`src/rtl/instruction_fetch.sv`:
```
// Instruction fetch: PC register, instruction-memory request, and a small prefetch FIFO toward decode.
// Optional out-of-range fetch detection is enabled by defining FETCH_BOUNDS_CHECK_EN.
module instruction_fetch #(
  parameter logic [31:0] RESET_PC       = 32'h0000_0000,
  parameter int unsigned FIFO_DEPTH     = 2,
  parameter int unsigned ADDR_WORD_BITS = 16
) (
  input  logic        clk,
  input  logic        rst_n,
  output logic [31:0] imem_addr,
  input  logic [31:0] imem_instr,
  input  logic        redirect_valid,
  input  logic [31:0] redirect_pc,
  output logic        out_valid,
  input  logic        out_ready,
  output logic [31:0] out_instr,
  output logic [31:0] out_pc,
  output logic        out_fault
);

  localparam int unsigned PTR_W   = $clog2(FIFO_DEPTH);
  localparam int unsigned CNT_W   = $clog2(FIFO_DEPTH + 1);
  localparam int unsigned ENTRY_W = 65;

  if (FIFO_DEPTH < 2 || (FIFO_DEPTH & (FIFO_DEPTH - 1)) != 0) begin : g_bad_depth
    $error("instruction_fetch: FIFO_DEPTH must be a power of two >= 2");
  end
  if (ADDR_WORD_BITS < 1 || ADDR_WORD_BITS > 30) begin : g_bad_addr_bits
    $error("instruction_fetch: ADDR_WORD_BITS must be in 1..30");
  end

  logic [31:0]      pc_q, pc_d;
  logic [PTR_W-1:0] rd_q, rd_d, wr_q, wr_d;
  logic [CNT_W-1:0] count_q, count_d;
  logic             halted_q, halted_d;
  logic [ENTRY_W-1:0] fifo_q [FIFO_DEPTH];

  logic             pop, push;
  logic [31:0]      push_instr;
  logic             push_fault;
  logic [ENTRY_W-1:0] head;

  assign imem_addr = {2'b00, pc_q[31:2]};

`ifdef FETCH_BOUNDS_CHECK_EN
  localparam logic [31:0] WORD_LIMIT = 32'(1) << ADDR_WORD_BITS;
  localparam logic [31:0] NOP_INSTR  = 32'h0000_0013;
  logic out_of_range;

  // Fetches beyond the implemented memory become a faulting NOP and stall the stream.
  assign out_of_range = (32'(pc_q[31:2]) >= WORD_LIMIT);
  assign push_instr   = out_of_range ? NOP_INSTR : imem_instr;
  assign push_fault   = out_of_range;
`else
  assign push_instr   = imem_instr;
  assign push_fault   = 1'b0;
`endif

  assign out_valid = (count_q != '0);
  assign pop       = out_valid & out_ready;
  assign push      = !redirect_valid && !halted_q &&
                     ((count_q < CNT_W'(FIFO_DEPTH)) || pop);

  assign head      = fifo_q[rd_q];
  assign out_pc    = out_valid ? head[64:33] : 32'h0;
  assign out_instr = out_valid ? head[32:1]  : 32'h0;
  assign out_fault = out_valid & head[0];

  // Next-state: redirect flushes and restarts; otherwise independent push/pop.
  always_comb begin
    pc_d     = pc_q;
    rd_d     = rd_q;
    wr_d     = wr_q;
    count_d  = count_q;
    halted_d = halted_q;
    if (redirect_valid) begin
      pc_d     = redirect_pc & 32'hFFFF_FFFC;
      rd_d     = '0;
      wr_d     = '0;
      count_d  = '0;
      halted_d = 1'b0;
    end else begin
      if (push) begin
        pc_d     = pc_q + 32'd4;
        wr_d     = wr_q + PTR_W'(1);
        halted_d = push_fault;
      end
      if (pop) begin
        rd_d = rd_q + PTR_W'(1);
      end
      case ({push, pop})
        2'b10:   count_d = count_q + CNT_W'(1);
        2'b01:   count_d = count_q - CNT_W'(1);
        default: count_d = count_q;
      endcase
    end
  end

  always_ff @(posedge clk) begin
    if (!rst_n) begin
      pc_q     <= RESET_PC & 32'hFFFF_FFFC;
      rd_q     <= '0;
      wr_q     <= '0;
      count_q  <= '0;
      halted_q <= 1'b0;
    end else begin
      pc_q     <= pc_d;
      rd_q     <= rd_d;
      wr_q     <= wr_d;
      count_q  <= count_d;
      halted_q <= halted_d;
    end
  end

  // Storage needs no reset; empty entries are masked at the outputs.
  always_ff @(posedge clk) begin
    if (rst_n && push) begin
      fifo_q[wr_q] <= {pc_q, push_instr, push_fault};
    end
  end

endmodule

```
`config.mk`:
```
export PLATFORM = sky130hd
export DESIGN_NAME = instruction_fetch
export DESIGN_NICKNAME = d
export VERILOG_FILES = /design/src/rtl/instruction_fetch.sv
export SDC_FILE = /design/constraint.sdc
export NUM_CORES = 1
export LEC_CHECK = 0
export CAP_MARGIN = 20
export CORE_MARGIN = 3
export CORE_UTILIZATION = 46
export CTS_BUF_LIST = sky130_fd_sc_hd__clkbuf_4
export DETAILED_ROUTE_END_ITERATION = 8
export PLACE_DENSITY = 0.86
export SLEW_MARGIN = 5
export SYNTH_ARGS = -nofsm -noshare
export SYNTH_HDL_FRONTEND = slang
export SYNTH_SLANG_ARGS = --single-unit
```
`constraint.sdc`:
```
create_clock -name clk -period 3.9 [get_ports clk]
set_input_delay 0.39 -clock clk [delete_from_list [all_inputs] [get_ports clk]]
set_output_delay 0.39 -clock clk [all_outputs]
set_load 0.03 [all_outputs]
```
==> results by group <==
Outcome
  • Status: finished, final reports clean

Yosys
  • Post-synthesis mux area share: 0.1036
  • Synth Area in Compound Gates: 0.03810
  • Dominant cell type by area after synthesis: edfxtp_1
  • Async S/R FF share, synth: 0
  • Library cells used by synthesis: 36
  • Cells after Synth: 492
  • Post-synth EDFFs: 124
  • Sequential fraction of the synthesis area: 0.6737
  • #FFs+latches synth: 159
  • Simple-gate share of the synthesized area: 0.1097
  • Ys flop type: edfxtp_1
  • Largest cells by area after synthesis: edfxtp_1 57%, dfxtp_1 11%, mux2i_1 10%
  • Yosys top cell area share: 0.5670
  • Netlist Area Pre-Place: 0.006568 mm²
  • Largest family of logic cells by synthesized area: simple AND/OR/NAND/NOR gates
  • Adder-cell area share of the yosys netlist: 0.003810
  • Synthesis Warnings: 0
  • XOR/XNOR share of the synthesized area: 0.04267
  • Mapped Avg Cell Area: 13.35 µm²

Final layout
  • Layout cell share with drive strength beyond 1: 0.08006
  • Non-filler instance count after layout: 842
  • Layout area overhead: 31.91%
  • Nets: 719
  • Final Core Density: 0.6217
  • Area of the multi-input gates: 0.001992 mm²
  • Register area: 0.004428 mm²
  • N_diodes: 0
  • Fill cells: 1,050

Clock tree
  • Clock buffer depth: 2
  • H-tree depth: 4
  • CTS Hold Bufs: 0
  • Skew-Pair Late Insertion Delay: 0.54 ns
  • Post-CTS Resized: 0
  • TritonCTS Sinks: 159
  • TritonCTS clock tree: done
  • Postcts setup bufs: 0
  • CTS buffer count: 17
  • Clock transition at path regs: 0.12 ns
  • CTS root buf: clkbuf_4

Global routing
  • Grt met3 use: 0.05895
  • Total track usage: 0.1878
  • Routing usage on met2: 0.3062
  • Vias in the first global route: 4,488
  • Largest net degree at the start of global routing: 47
  • GRT met1 Usage: 0.2336
  • Gr ovfl total: 0
  • Initial antenna violation count: 0
  • GRT busiest layer: met2
  • First-pass GRT wire length: 22,980 µm

Placement
  • PortBufs: 158
  • GPL Wtd Cong: 0.8221
  • Dpl cells: 810
  • DP Wirelength: 9959 µm

Min path
  • Hold path startpoint: redirect_pc[31]
  • Hold WC Path Type: primary input to flip-flop

Route
  • Vias after detailed routing: 4,395
  • 1st-pass router iterations: 4
  • Average wire per standard cell: 17.05 µm
  • Detailed Route Iter0 Violations: 258
  • ANT nets after route: 0
  • Routed wire length: 14,360 µm
  • Vias per Instance: 5.220
  • # DRC: 0

Power
  • Worst VDD drop: 197.7 µV
  • Lkg Pwr: 2.848 nW
  • Sequential share of power: 0.548
  • Combinational Power Share: 0.131
  • Pwr Density: 411.9 mW/mm²
  • Switch Pwr: 0.8730 mW
  • Clock power frac: 0.321
  • Int Pwr: 2.695 mW
  • Switching share of power: 0.2446

Die
  • Die footprint: 0.01575 mm²
  • Die width: 125.5 µm
  • CORE AREA: 0.01393 mm²
  • Num rows: 43
  • Die Height: 125.5 µm
  • Starting Density: 0.4713
  • Ports: 166

STA
  • Setup violations, final: 0
  • Rel. slew slack: 0.4251
  • Post-route setup TNS: 0 ns
  • Clk_skew: 0.01619 ns
  • Final hold viol count: 0
  • RSZ-0062 raised after global routing: false
  • Pins Over Slew Limit: 0
  • Tmin final: 3.112 ns
  • Tcrit/Tclk final: 0.7980
  • Worst Tran Pin Value: 0.8623 ns
  • F_max: 0.3213 GHz

Critical path
  • Worst Setup Path Type: flip-flop to output port
  • Setup slack, reg-to-reg: 1.67 ns
  • Critical path arrival: 2.72 ns
  • Endpoint type of the worst setup path: output port
  • Required @ worst endpoint: 3.51 ns
  • Worst R2R Start: count_q[1]
  • Worst setup SP type: flip-flop
  • Crit path max fanout: 42

Job
  • Max-Cap Viols: 0
-- worst paths after layout --
check / to / cells after the start
setup reg to reg: fifo_q[0][47] / 4
hold reg to reg: fifo_q[1][63] / 0
hold / removal: pc_q[31] / 3
setup / recovery: out_pc[29] / 4
-- stage by stage --
step / setup WS (ns) / instance area, µm² / power (mW) / hold WS, ns
floorplan: 0.9074 / 6585 / 2.233 / 0.4718
global placement: 1.129 / 8309 / 2.449 / 0.4974
detailed placement: 1.106 / 8309 / 2.462 / 0.5014
CTS: 0.6972 / 8663 / 3.606 / 0.3562
global route: 0.5720 / 8663 / 3.728 / 0.3519
finish: 0.7878 / 8663 / 3.568 / 0.4259
-- critical path, stage by stage (launching register included) --
cell,delay (ns)
dfxtp_4,0.85
buf_4,0.39
mux2i_1,0.12
nor2_1,0.11
clkdlybuf4s50_1,0.69
-- cell type report --
| cell class | count | area share |
|---|---|---|
| clock buffer | 19 | 0.01646 |
| clock inverter | 13 | 0.02441 |
| inverter | 4 | 0.001733 |
| multi-input combinational | 300 | 0.2299 |
| sequential | 159 | 0.5111 |
| tap | 180 | 0.02600 |
| timing repair buffer | 167 | 0.1904 |
-- per-layer routing --
layer | wire length, µm | vias to the layer above
met3 | 935 | 28
met4 | 301 | 0
li1 | - | 2089
met1 | 5975 | 2104
met5 | 0 | -
met2 | 7143 | 174
-- synthesized netlist by cell type, types with 2 or more instances --
library cell / n
inv_1: 4
nor4_2: 2
o21ai_0: 19
and4_1: 6
o21ai_1: 2
mux2i_1: 68
nor3_1: 6
ha_1: 2
buf_4: 6
clkbuf_1: 13
nor2_1: 82
xor2_1: 14
nand3_2: 2
a211oi_2: 2
edfxtp_1: 124
buf_1: 2
buf_2: 11
nand4_1: 11
and2_1: 4
nand2_1: 13
xnor2_1: 18
or3_1: 2
nand3_1: 9
dfxtp_1: 35
a21oi_1: 21
and3_1: 4
-- flip-flops by register name, summed over array words and instances (netlist names), named ones only --
signal / count
pc_q: 30
wr_q: 1
fifo_q: 124
rd_q: 1
count_q: 2
-- cells by family after synthesis --
logic type,Yosys count
AO/OA/AOI/OAI,46
XOR/XNOR,32
adder cells (fa/ha/maj),2
buffers and inverters,37
flip-flops,159
multiplexers,68
other,1
AND/OR/NAND/NOR,147
-- placed cells by master, fill, tap and decap left out, drive strengths merged, types with 9 or more instances in the layout --
cell           synthesis  final
clkdlybuf4s50          0    158
edfxtp               124    124
nor2                  82     82
mux2i                 68     68
dfxtp                 35     35
a21oi                 21     21
o21ai                 21     21
clkbuf                13     19
xnor2                 18     18
xor2                  14     14
nand2                 13     13
nand4                 13     13
nand3                 11     11
buf                   20      9
-- power groups by stage --
stage	sequential, mW	combinational [mW]	clock, mW
floorplan	2.01	0.218	0
global placement	1.99	0.461	0
detailed placement	1.99	0.469	0
CTS	1.95	0.472	1.18
global route	1.96	0.500	1.27
finish	1.95	0.467	1.15
(Power assumes the default switching activity.)
